==> src/rtl/mux8_rr_scheduler.sv <==
// Round-robin scheduler for an 8-to-1 mux datapath: grants one requester at a
// time for a bounded burst and qualifies the mux output with valid/ready.
`timescale 1ns/1ps

module mux8_rr_scheduler #(
    parameter int MAX_BURST = 4,
    parameter int CNT_W     = 3
) (
    input  logic       clk,
    input  logic       rst_n,
    input  logic [7:0] req,
    input  logic       out_ready,
    output logic [2:0] sel,
    output logic [7:0] grant,
    output logic       out_valid,
    output logic       busy
);

    localparam logic [0:0]       IDLE      = 1'b0;
    localparam logic [0:0]       GRANT     = 1'b1;
    localparam logic [CNT_W-1:0] LAST_BEAT = CNT_W'(MAX_BURST - 1);

    logic [0:0]       state;
    logic [2:0]       ptr;
    logic [CNT_W-1:0] count;
    logic [2:0]       winner;
    logic [2:0]       idx;
    logic             found;
    logic             transfer;
    logic             release_now;

    // First set request bit at or after ptr, wrapping modulo 8.
    always_comb begin
        // NOTE: every combinational output gets a default first so no path leaves it unassigned (no latch).
        found  = 1'b0;
        winner = ptr;
        idx    = '0;
        for (int i = 0; i < 8; i++) begin
            idx = ptr + i[2:0];
            if (!found && req[idx]) begin
                found  = 1'b1;
                winner = idx;
            end
        end
    end

    assign busy        = (state == GRANT);
    assign out_valid   = busy && req[sel];
    assign transfer    = out_valid && out_ready;
    // A dropped request or the last permitted beat both end the grant.
    assign release_now = busy && (!req[sel] || (transfer && (count == LAST_BEAT)));

    always_ff @(posedge clk or negedge rst_n) begin
        if (!rst_n) begin
            state <= IDLE;
            sel   <= '0;
            grant <= '0;
            ptr   <= '0;
            count <= '0;
        end else if (state == IDLE) begin
            // NOTE: sequential state uses non-blocking assignments so all registers update from pre-edge values.
            if (found) begin
                sel   <= winner;
                grant <= 8'b1 << winner;
                count <= '0;
                state <= GRANT;
            end
        end else begin
            if (release_now) begin
                state <= IDLE;
                grant <= '0;
                count <= '0;
                ptr   <= sel + 3'd1;
            end else if (transfer) begin
                count <= count + CNT_W'(1);
            end
        end
    end

endmodule

==> config.mk <==
export PLATFORM = sky130hd
export DESIGN_NAME = mux8_rr_scheduler
export DESIGN_NICKNAME = d
export VERILOG_FILES = /design/src/rtl/mux8_rr_scheduler.sv
export SDC_FILE = /design/constraint.sdc
export NUM_CORES = 1
export LEC_CHECK = 0
export BUFFER_PORTS_ARGS = -buffer_cell sky130_fd_sc_hd__buf_2
export CORE_MARGIN = 2
export CORE_UTILIZATION = 50
export CTS_CLUSTER_SIZE = 40
export DETAILED_ROUTE_END_ITERATION = 10
export PLACE_DENSITY = 0.7
export SLEW_MARGIN = 30
export SYNTH_ARGS = -nofsm -noshare
export SYNTH_HDL_FRONTEND = slang
export SYNTH_SLANG_ARGS = --single-unit
==> constraint.sdc <==
create_clock -name clk -period 4.6 [get_ports clk]
set_input_delay 0.69 -clock clk [delete_from_list [all_inputs] [get_ports clk]]
set_output_delay 0.69 -clock clk [all_outputs]
set_load 0.03 [all_outputs]
Word level (Yosys, flattened, before mapping)
Cells that the tools add are included.
Storage, ports and cells
  register bits: 18
  word-level logic and storage cells: 96
Cells by class
  $add $sub $neg: 9
  $lt $le $gt $ge: 9
  eq/ne operators: 3
  shift operators: 1
  muxes and demuxes: 43
  bitwise operators: 1
  reduce and logical (&&, ||, !) cells: 25
Operators by type and width (number)
  3-bit by 4-bit less-than comparator with 1-bit output, second input constant: 9
  3-bit 2-to-1 mux: 11
  1-bit binary-select mux with 3-bit select: 9
  8-bit 2-to-1 mux: 3
  1-bit 2-to-1 mux: 20
  3-bit adder, second input constant: 4
  1-bit logical AND: 11
  3-bit by 1-bit adder with 3-bit output, second input constant: 3
  1-bit zero test: 8
  2-bit AND reduction: 4
  1-bit by 3-bit left shift with 8-bit output, first input constant: 1
  3-bit by 2-bit adder with 3-bit output, second input constant: 2
  3-bit by 2-bit == test with 1-bit output, second input constant: 1
  3-bit by 1-bit inequality test with 1-bit output, second input constant: 1
  2-bit by 1-bit inequality test with 1-bit output, second input constant: 1
  2-bit nonzero test: 1
  1-bit logical OR: 1
  1-bit NOT: 1

Longest topological paths before layout
Gate-level depths: netlist of the first run.
  word-level depth: 27
  gate-level depth with buffers: 15
  mapped depth without buffers: 10

Worst setup path after synthesis of the first run
No wires, ideal clock.
  path type: register -> register
  start point: register ptr[0]
  end point: register grant[2]
  setup time: 96 ps
  arrival time: 3237 ps
  data required time: 4504 ps
  setup slack: 1267 ps
  stages on the path, launching flop included: 15
  path buffers: 4
  period minus slack after synthesis: 3333 ps
  path through: dfrtp_1 > buf_6 > buf_2 > inv_1 > ha_1 > buf_6 > buf_6 > mux4_2 > mux2i_4 > nor2_1 > a311oi_2 > mux2i_1 > nor2_1 > or2_1 > o31ai_1
Between the ends
  cells in the longest elaborated chain, start to end: 27
  elaborated cells between the ends (all ways): 57
Ends and longest elaborated chain
  start: declaration: line 24  | logic [2:0] ptr;
  start signal: assignment: line 73  | ptr <= sel + 3'd1;
  branches (longest 27 deep; another with 3-bit by 1-bit adder with 3-bit output)
  end signal: assignment: line 64  | grant <= 8'b1 << winner;
  end: declaration: line 14  | output logic [7:0] grant,
Parallel ways; which one is timed is not known. The select of a mux whose other input is x is not followed.
A chain may end at the register's enable or synchronous reset.

Worst setup path after layout of the first run
  start point: register ptr[1]
  end point: register grant[2]
The elaborated chain is that of the path after synthesis.

==> results by group, run 1 <==
Run status
  – Status: completed

CTS
  – Post-CTS setup repair buffer count: 0
  – Post_cts resized: 0
  – CTS max path bufs: 2
  – Worst skew pair latency: 250 ps
  – CTS root buf: clkbuf_8
  – CTS HTree Levels: 1
  – Hold Buf Count CTS: 0
  – Total CTS buffers: 3
  – Clk slew on worst S/H paths: 70 ps
  – CTS tree: done
  – CTS sink cnt: 18

Timing
  – Final Hold Viols: 0
  – Max Freq: 0.260 GHz
  – Period Utilization, post-route: 0.837
  – PnR worst setup slack: 748 ps
  – Clk_skew: 2.86 ps
  – Setup TNS: 0 ps
  – RSZ-0062 raised after global routing: false
  – Final setup viols: 0
  – Max Slew Vio Count: 0
  – Rel. slew slack: 0.382
  – Worst slew pin tran: 927 ps
  – Final Critical Period: 3850 ps

Worst setup path
  – Crit path buffers/inverters: 1
  – Critical path startpoint: ptr[1]
  – Max incr delay on CP: 710 ps
  – WS Path Type: reg2reg
  – Worst path slowest cell: dfrtp_1
  – Worst r2r dst: grant[2]
  – CP top delay family: multiplexers
  – Worst-path fanout max: 16
  – Startpoint Class: flip-flop
  – Reg2reg start: ptr[1]
  – Reg2Reg Depth: 10
  – Critical-path cell list: inv_1 > ha_1 > mux2i_1 > mux4_2 > a32o_1 > a311oi_2 > mux2i_1 > nor2_1 > or2_1 > o31ai_1
  – Crit path capture type: flip-flop
  – Worst setup path endpoint: grant[2]
  – Critical path depth in cells: 10
  – CP arrival: 4010 ps
  – Crit path top cell by count: mux2i_1
  – WP data required: 4760 ps
  – Worst reg2reg setup slack: 750 ps

Final layout
  – Fin nets: 223
  – Share of post-route cells with drive strength above 1: 0.316
  – Post-Layout Cell Count: 254
  – Most common cell after layout, fill and taps aside: nand2_1
  – Commonest cells after routing, fill and taps aside: nand2_1, buf_2, dfrtp_1, o21ai_0, mux4_2
  – Diode count: 0
  – Synthesis-to-layout area growth: 8.60%

Global route
  – Met3 Track Usage GR: 0.0171
  – GRT Util Overall: 0.220
  – Initial antenna violation count: 0
  – Met2 Use GR: 0.359
  – Met1 GRT Util: 0.313
  – Vias in the first global route: 1549
  – Largest net degree at the start of global routing: 25
  – First-pass GRT wire length: 7460 um
  – Total gr overflow: 0
  – Busiest grt layer: met2

Synth
  – Synth area leader: dfrtp_1
  – Synthesis Warnings: 0
  – Synth cell types: 56
  – Synth area leaders: dfrtp_1, mux4_2, nand2_1
  – Sequential-to-total area share from yosys stat: 0.236
  – Syn Inst Count: 188
  – Post-Synthesis Cell Area: 0.00191 sq mm
  – Post-synth net total: 204
  – Syn Area/Cell: 10.1 sq um
  – Flops & latches, synth: 18
  – EDFF count, synth: 0
  – Top FF cell, synth: dfrtp_1
  – Top cell type's share of synthesized area: 0.236
  – Asr flop ratio synth: 1.00

Placed design
  – Post-DP HPWL: 3280 um
  – Inst Count DP: 250
  – Placement-stage worst setup slack: 802 ps
  – Port buffer count: 23
  – Placer Congestion: 0.944

Routing
  – Drt pass-1 iters: 6
  – Vias per inst: 6.35
  – Vias post-DR: 1613
  – WL/cell: 17.0 um
  – DRC: 0
  – WL final: 4320 um
  – DRT iter0 DRCs: 114
  – Post-route ant nets: 0

Floorplan
  – Die Footprint: 0.00432 sq mm
  – Die H: 65.8 um
  – Die X: 65.8 um
  – Initial Utilization: 0.521
  – Num ports: 24
  – Row count: 22
  – Core area: 0.00366 sq mm

Run
  – Max Cap Viol: 0

Hold path
  – Worst Hold Class: in2async
## per-layer routing
metal  wire length (um)  part of all wire
met5                  0                 0
met4                 63             0.015
met3                216             0.050
met2               2170              0.50
met1               1880              0.43
## final cells by class
cell class | instances | area [sq um]
Clock buffer | 4 | 55.1
Sequential cell | 18 | 450
Tap cell | 48 | 60.1
Inverter | 11 | 41.3
Multi-Input combinational cell | 149 | 1340
Timing Repair Buffer | 24 | 123
Fill cell | 313 | 1590
## cell usage after synthesis (4+ instances only)
cell type,instances
nand2_1,27
dfrtp_1,18
o21ai_0,14
mux4_2,13
inv_1,9
mux2i_1,7
nor2_1,6
a32o_1,5
and2_1,5
buf_2,5
ha_1,5
mux2_2,5
buf_6,4
o21ai_1,4
## how the worst min path moves through the flow
stage / end / start / cells after the start / slack (ps)
after floorplan: busy / rst_n / 0 / 390
after global placement: count[2] / count[2] / 2 / 460
after detailed placement: grant[6] / grant[6] / 2 / 470
after CTS: sel[1] / rst_n / 1 / 360
after global routing: sel[1] / rst_n / 1 / 390
final: sel[1] / rst_n / 1 / 350
## cells by family after synthesis
logic type | count (synthesis) | share of synthesized area
AOI/OAI and AO/OA | 49 | 0.217
xor gates and xnor gates | 6 | 0.0354
adders and majority gates | 5 | 0.0328
buffers and inverters | 21 | 0.0604
DFF | 18 | 0.236
muxes | 27 | 0.238
and+or+nand+nor | 62 | 0.180
## metrics by stage
stage,hold slack (ps),util,cell area (sq um)
global placement,461,0.551,2020
CTS,362,0.566,2070
floorplan,394,-,1910
global route,386,0.566,2070
detailed placement,465,0.551,2020
finish,352,0.566,2070
## flip-flops by register name (all words and copies together), names as in the netlist
signal and count:
count 3, ptr 3, sel 3, busy 1
grant 8
Power of run 1 is left out: the tool's default activity adds up to more than one toggle a clock period on the data nets, which glitch-free logic cannot reach.
==> run 2, diff against run 1 <==
--- a/config.mk
+++ b/config.mk
@@ -5,12 +5,13 @@
 export SDC_FILE = /design/constraint.sdc
 export NUM_CORES = 1
 export LEC_CHECK = 0
+export ABC_AREA = 1
 export BUFFER_PORTS_ARGS = -buffer_cell sky130_fd_sc_hd__buf_2
 export CORE_MARGIN = 2
 export CORE_UTILIZATION = 50
 export CTS_CLUSTER_SIZE = 40
 export DETAILED_ROUTE_END_ITERATION = 10
-export PLACE_DENSITY = 0.7
+export PLACE_DENSITY = 0.71
 export SLEW_MARGIN = 30
 export SYNTH_ARGS = -nofsm -noshare
 export SYNTH_HDL_FRONTEND = slang
==> constraint.sdc (replaced) <==
create_clock -name clk -period 4 [get_ports clk]
set_input_delay 0.6 -clock clk [delete_from_list [all_inputs] [get_ports clk]]
set_output_delay 0.6 -clock clk [all_outputs]
set_load 0.03 [all_outputs]
==> results by group, run 2 <==
Timing
  – Final Critical Period: 3010 ps (-839 ps)
  – Final Hold Viols: 0 (unchanged)
  – Setup TNS: 0 ps (unchanged)
  – Clk_skew: 8.44 ps (+5.58 ps)
  – Max Slew Vio Count: 0 (unchanged)
  – Worst slew pin tran: 728 ps (-199 ps)
  – Final setup viols: 0 (unchanged)
  – Max Freq: 0.332 GHz (+28%)
  – Period Utilization, post-route: 0.753 (-0.0840)
  – RSZ-0062 raised after global routing: false
  – Rel. slew slack: 0.513 (+0.131)

Global route
  – Initial antenna violation count: 0 (unchanged)
  – GRT Util Overall: 0.218 (-0.00197)
  – Vias in the first global route: 1675 (+8.1%)
  – Largest net degree at the start of global routing: 19 (-24%)
  – First-pass GRT wire length: 7150 um (-4.2%)
  – Total gr overflow: 0 (unchanged)

Routing
  – WL final: 4030 um (-6.9%)
  – DRT iter0 DRCs: 116 (+1.8%)
  – WL/cell: 12.3 um (-28%)
  – Post-route ant nets: 0 (unchanged)
  – DRC: 0 (unchanged)
  – Vias post-DR: 1735 (+7.6%)
  – Drt pass-1 iters: 4 (-2)
  – Vias per inst: 5.29 (-17%)

Hold path
  – Worst Hold Class: in2async

Worst setup path
  – CP arrival: 3200 ps (-810 ps)
  – Reg2Reg Depth: 13 (+3)
  – Reg2reg start: ptr[0]
  – Worst reg2reg setup slack: 990 ps (+240 ps)
  – Crit path capture type: flip-flop
  – Startpoint Class: flip-flop
  – WS Path Type: reg2reg
  – Worst-path fanout max: 13 (-3)
  – WP data required: 4190 ps (-570 ps)
  – Worst r2r dst: sel[1]

Placed design
  – Post-DP HPWL: 3250 um (-0.99%)
  – Placer Congestion: 0.899 (-4.8%)
  – Port buffer count: 23 (unchanged)

Final layout
  – Most common cell after layout, fill and taps aside: nand2_1
  – Share of post-route cells with drive strength above 1: 0.227 (-0.0886)
  – Top reg by flops: grant
  – Commonest cells after routing, fill and taps aside: nand2_1, nand3_1, buf_2, dfrtp_1, nor2_1
  – Fin nets: 299 (+34%)
  – Diode count: 0 (unchanged)
  – Largest register FFs: 8 (unchanged)
  – Synthesis-to-layout area growth: 9.56%

Synth
  – Post-Synthesis Cell Area: 0.00171 sq mm (-10%)
  – Most instantiated cells after synthesis: nand2_1, nand3_1, dfrtp_1
  – Synth cell types: 32 (-43%)
  – Syn Inst Count: 260 (+38%)
  – EDFF count, synth: 0 (unchanged)
  – Top FF cell, synth: dfrtp_1
  – Synth area leader: dfrtp_1
  – Flops & latches, synth: 18 (unchanged)
  – Synthesis Warnings: 0 (unchanged)
  – Most common cell in the netlist: nand2_1
  – Top cell type's share of synthesized area: 0.263 (+0.0266)
  – Post-synth net total: 276 (+35%)
  – Synth area leaders: dfrtp_1, nand2_1, nand3_1
  – Syn Area/Cell: 6.59 sq um (-35%)
  – Sequential-to-total area share from yosys stat: 0.263 (+0.0266)
  – Asr flop ratio synth: 1.00 (unchanged)

Floorplan
  – Num ports: 24 (unchanged)
  – Initial Utilization: 0.518 (-0.00308)
  – Core area: 0.00331 sq mm (-9.6%)
  – Die Footprint: 0.00391 sq mm (-9.5%)
  – Die H: 62.6 um (-4.9%)
  – Row count: 21 (-4.5%)
  – Die X: 62.6 um (-4.9%)

CTS
  – Post_cts resized: 0 (unchanged)
  – CTS HTree Levels: 1 (unchanged)
  – Post-CTS setup repair buffer count: 0 (unchanged)
  – Hold Buf Count CTS: 0 (unchanged)
  – CTS sink cnt: 18 (unchanged)
  – Clk slew on worst S/H paths: 110 ps (+40 ps)
  – CTS root buf: clkbuf_4
  – CTS max path bufs: 2 (unchanged)
  – Total CTS buffers: 3 (unchanged)
  – Worst skew pair latency: 290 ps (+40 ps)
  – CTS tree: done

Run
  – Max Cap Viol: 0 (unchanged)

Run status
  – Status: completed
[run 2: cell count changes in the layout (fill, tap and decap cells not counted), sizes merged, moves of 7 or more]
cell	before	now
nand2	27	112
nand3	3	43
mux4	13	0
nor2	7	20
inv	11	20
nand4	1	9
mux2i	8	1
[run 2: area by class of cell]
class / count / area [sq um]
clock buffer: 4 / 36.3
multi-input combinational: 215 / 1140
tap: 46 / 57.6
sequential: 18 / 450
fill: 347 / 1430
inverter: 22 / 82.6
timing repair buffer: 23 / 115
[run 2: worst max-delay path: stages, from the launching register on]
cell and delay (ps):
dfrtp_1 570, inv_2 200, ha_1 470, inv_2 110, nand3_1 130, nand2_1 90
o21bai_2 270, nor2_4 90, nand2_1 60, nor2_1 50, nor2_1 560, inv_1 150
nand2_1 90, o21ai_1 60
[run 2: worst max path at each step]
stage | from | endpoint | depth (start not counted)
2_1_floorplan | ptr[0] | grant[1] | 16
3_3_place_gp | ptr[0] | sel[1] | 13
3_5_place_dp | ptr[0] | sel[1] | 13
4_1_cts | ptr[0] | sel[1] | 13
5_1_grt | ptr[0] | sel[1] | 13
6_report | ptr[0] | sel[1] | 13
[run 2: per-layer routing]
metal	vias up	GRT usage	share of wire
li1	895	-	-
met1	799	0.277	0.48
met2	37	0.390	0.48
met3	4	0.0144	0.032
met4	0	0.0806	0.011
met5	-	0	0
[run 2: cells by family (layout without fill, tap and decap cells)]
family | after synthesis | count (layout) | synth area share
buf+inv | 27 | 49 | 0.0745
flops | 18 | 18 | 0.263
xor+xnor | 2 | 2 | 0.0146
fa+ha+maj | 5 | 5 | 0.0365
compound gates | 22 | 22 | 0.0818
mux | 1 | 1 | 0.00584
simple gates | 185 | 185 | 0.524
[run 2: through the flow]
step / hold slack [ps] / cell area (sq um) / util / setup WS, ps / std cells
final: 211 / 1880 / 0.567 / 986 / 328
after global placement: 462 / 1840 / 0.556 / 1200 / 324
after floorplan: 304 / 1710 / - / 1690 / 260
after global routing: 228 / 1880 / 0.567 / 648 / 328
after CTS: 224 / 1880 / 0.567 / 1020 / 328
after detailed placement: 460 / 1840 / 0.556 / 1070 / 324
Power of run 2 is left out for the same reason.
==> run 3, diff against run 2 <==
==> constraint.sdc (replaced) <==
create_clock -name clk -period 2.9 [get_ports clk]
set_input_delay 0.435 -clock clk [delete_from_list [all_inputs] [get_ports clk]]
set_output_delay 0.435 -clock clk [all_outputs]
set_load 0.03 [all_outputs]
==> results by group, run 3 (synthesized netlist as in run 2, its figures left out) <==
Run status
  – Status: completed

Worst setup path
  – Startpoint Class: flip-flop
  – WS Path Type: reg2reg
  – Reg2reg start: ptr[0]
  – Worst r2r dst: grant[0]
  – Reg2Reg Depth: 15 (+2)
  – Worst-path fanout max: 7 (-6)
  – Crit path capture type: flip-flop
  – Worst reg2reg setup slack: 410 ps (-570 ps)
  – CP arrival: 2740 ps (-460 ps)
  – WP data required: 3150 ps (-1040 ps)

Hold path
  – Worst Hold Class: in2async

Timing
  – Rel. slew slack: 0.700 (+0.187)
  – Final Hold Viols: 0 (unchanged)
  – Max Slew Vio Count: 0 (unchanged)
  – Final setup viols: 0 (unchanged)
  – Setup TNS: 0 ps (unchanged)
  – Worst slew pin tran: 449 ps (-279 ps)
  – RSZ-0062 raised after global routing: false
  – PnR worst setup slack: 411 ps (-575 ps)
  – Clk_skew: 5.60 ps (-2.84 ps)
  – Max Freq: 0.402 GHz (+21%)
  – Final Critical Period: 2490 ps (-525 ps)
  – Period Utilization, post-route: 0.858 (+0.105)

Routing
  – WL final: 3980 um (-1.1%)
  – Vias per inst: 5.22 (-1.3%)
  – WL/cell: 12.0 um (-2.3%)
  – Post-route ant nets: 0 (unchanged)
  – DRT iter0 DRCs: 121 (+4.3%)
  – Drt pass-1 iters: 4 (unchanged)
  – DRC: 0 (unchanged)
  – Vias post-DR: 1734 (-0.058%)

CTS
  – Hold Buf Count CTS: 0 (unchanged)
  – CTS root buf: clkbuf_4
  – CTS max path bufs: 2 (unchanged)
  – Total CTS buffers: 3 (unchanged)
  – Clk slew on worst S/H paths: 110 ps (about the same)
  – CTS tree: done
  – Worst skew pair latency: 310 ps (+20 ps)
  – CTS sink cnt: 18 (unchanged)
  – CTS HTree Levels: 1 (unchanged)

Final layout
  – Most common cell after layout, fill and taps aside: nand2_1
  – Diode count: 0 (unchanged)
  – Fin nets: 303 (+1.3%)
  – Register area: 452 sq um (+0.28%)
  – Share of post-route cells with drive strength above 1: 0.245 (+0.0178)
  – Largest register FFs: 8 (unchanged)
  – Synthesis-to-layout area growth: 11.5%
  – Multi-input logic area: 0.00114 sq mm (+0.22%)
  – Post-Layout Cell Count: 332 (+1.2%)
  – Filler cell count in the final layout: 356 (+2.6%)
  – Top reg by flops: grant
  – Commonest cells after routing, fill and taps aside: nand2_1, nand3_1, buf_2, dfrtp_1

Global route
  – First-pass GRT wire length: 7450 um (+4.2%)
  – Initial antenna violation count: 0 (unchanged)
  – Vias in the first global route: 1673 (-0.12%)
  – GRT Util Overall: 0.233 (+0.0142)
  – Largest net degree at the start of global routing: 19 (unchanged)
  – Total gr overflow: 0 (unchanged)

Floorplan
  – Die H: 62.6 um (unchanged)
  – Initial Utilization: 0.518 (unchanged)
  – Die X: 62.6 um (unchanged)
  – Row count: 21 (unchanged)
  – Core area: 0.00331 sq mm (unchanged)
  – Num ports: 24 (unchanged)
  – Die Footprint: 0.00391 sq mm (unchanged)

Placed design
  – Inst Count DP: 328 (+1.2%)
  – Placement-stage worst setup slack: 220 ps (-850 ps)
  – Post-DP HPWL: 3200 um (-1.4%)
  – Placer Congestion: 0.822 (-8.5%)
  – Port buffer count: 23 (unchanged)

Run
  – Max Cap Viol: 0 (unchanged)
## run 3: worst max path at each step
stage           start  slack, ps  endpoint  depth (start not counted)
3_3_place_gp   ptr[1]        370    sel[1]                         16
2_1_floorplan  ptr[0]        590  grant[1]                         16
3_5_place_dp   ptr[0]        220    sel[1]                         13
4_1_cts        ptr[0]        220    sel[1]                         13
6_report       ptr[0]        410  grant[0]                         15
5_1_grt        ptr[0]         50  grant[6]                         20
## run 3: layer usage
layer  part of all wire  global-route usage  wire [um]
met5                  0                   0          0
met4              0.026              0.0972        102
met3              0.042              0.0144        168
met2               0.47               0.380       1890
met1               0.46               0.320       1820
## run 3: metrics by stage
stage | hold slack, ps | cell area [sq um] | utilization
finish | 33.6 | 1910 | 0.577
floorplan | 139 | 1710 | -
CTS | 48.5 | 1910 | 0.576
detailed placement | 390 | 1870 | 0.565
global placement | 384 | 1870 | 0.565
global route | 66.4 | 1910 | 0.577
## run 3: area by class of cell
class                   instances  share of cell area
clock buffers                   4              0.0190
inverters                      22              0.0432
multi-input cells             215               0.596
flip-flops and latches         18               0.236
well taps                      46              0.0301
repair buffers                 27              0.0759
## run 3: repair_timing
action,CTS,global route
setup endpoints to repair,0,9
buffers inserted,0,0
gates resized for setup,0,2
## run 3: critical path: stages (launching register included)
cell and delay [ps]:
dfrtp_2 430, inv_2 50, ha_1 400, inv_2 140, nand3_1 120, nand3_2 100, nand2_4 90, nor2_8 140
nand4_4 120, nor2_4 150, nand3_2 100, clkinv_1 100, nand2_2 100, a21oi_2 200, nand4_1 120, nand2_1 90
Power of run 3 is left out for the same reason.
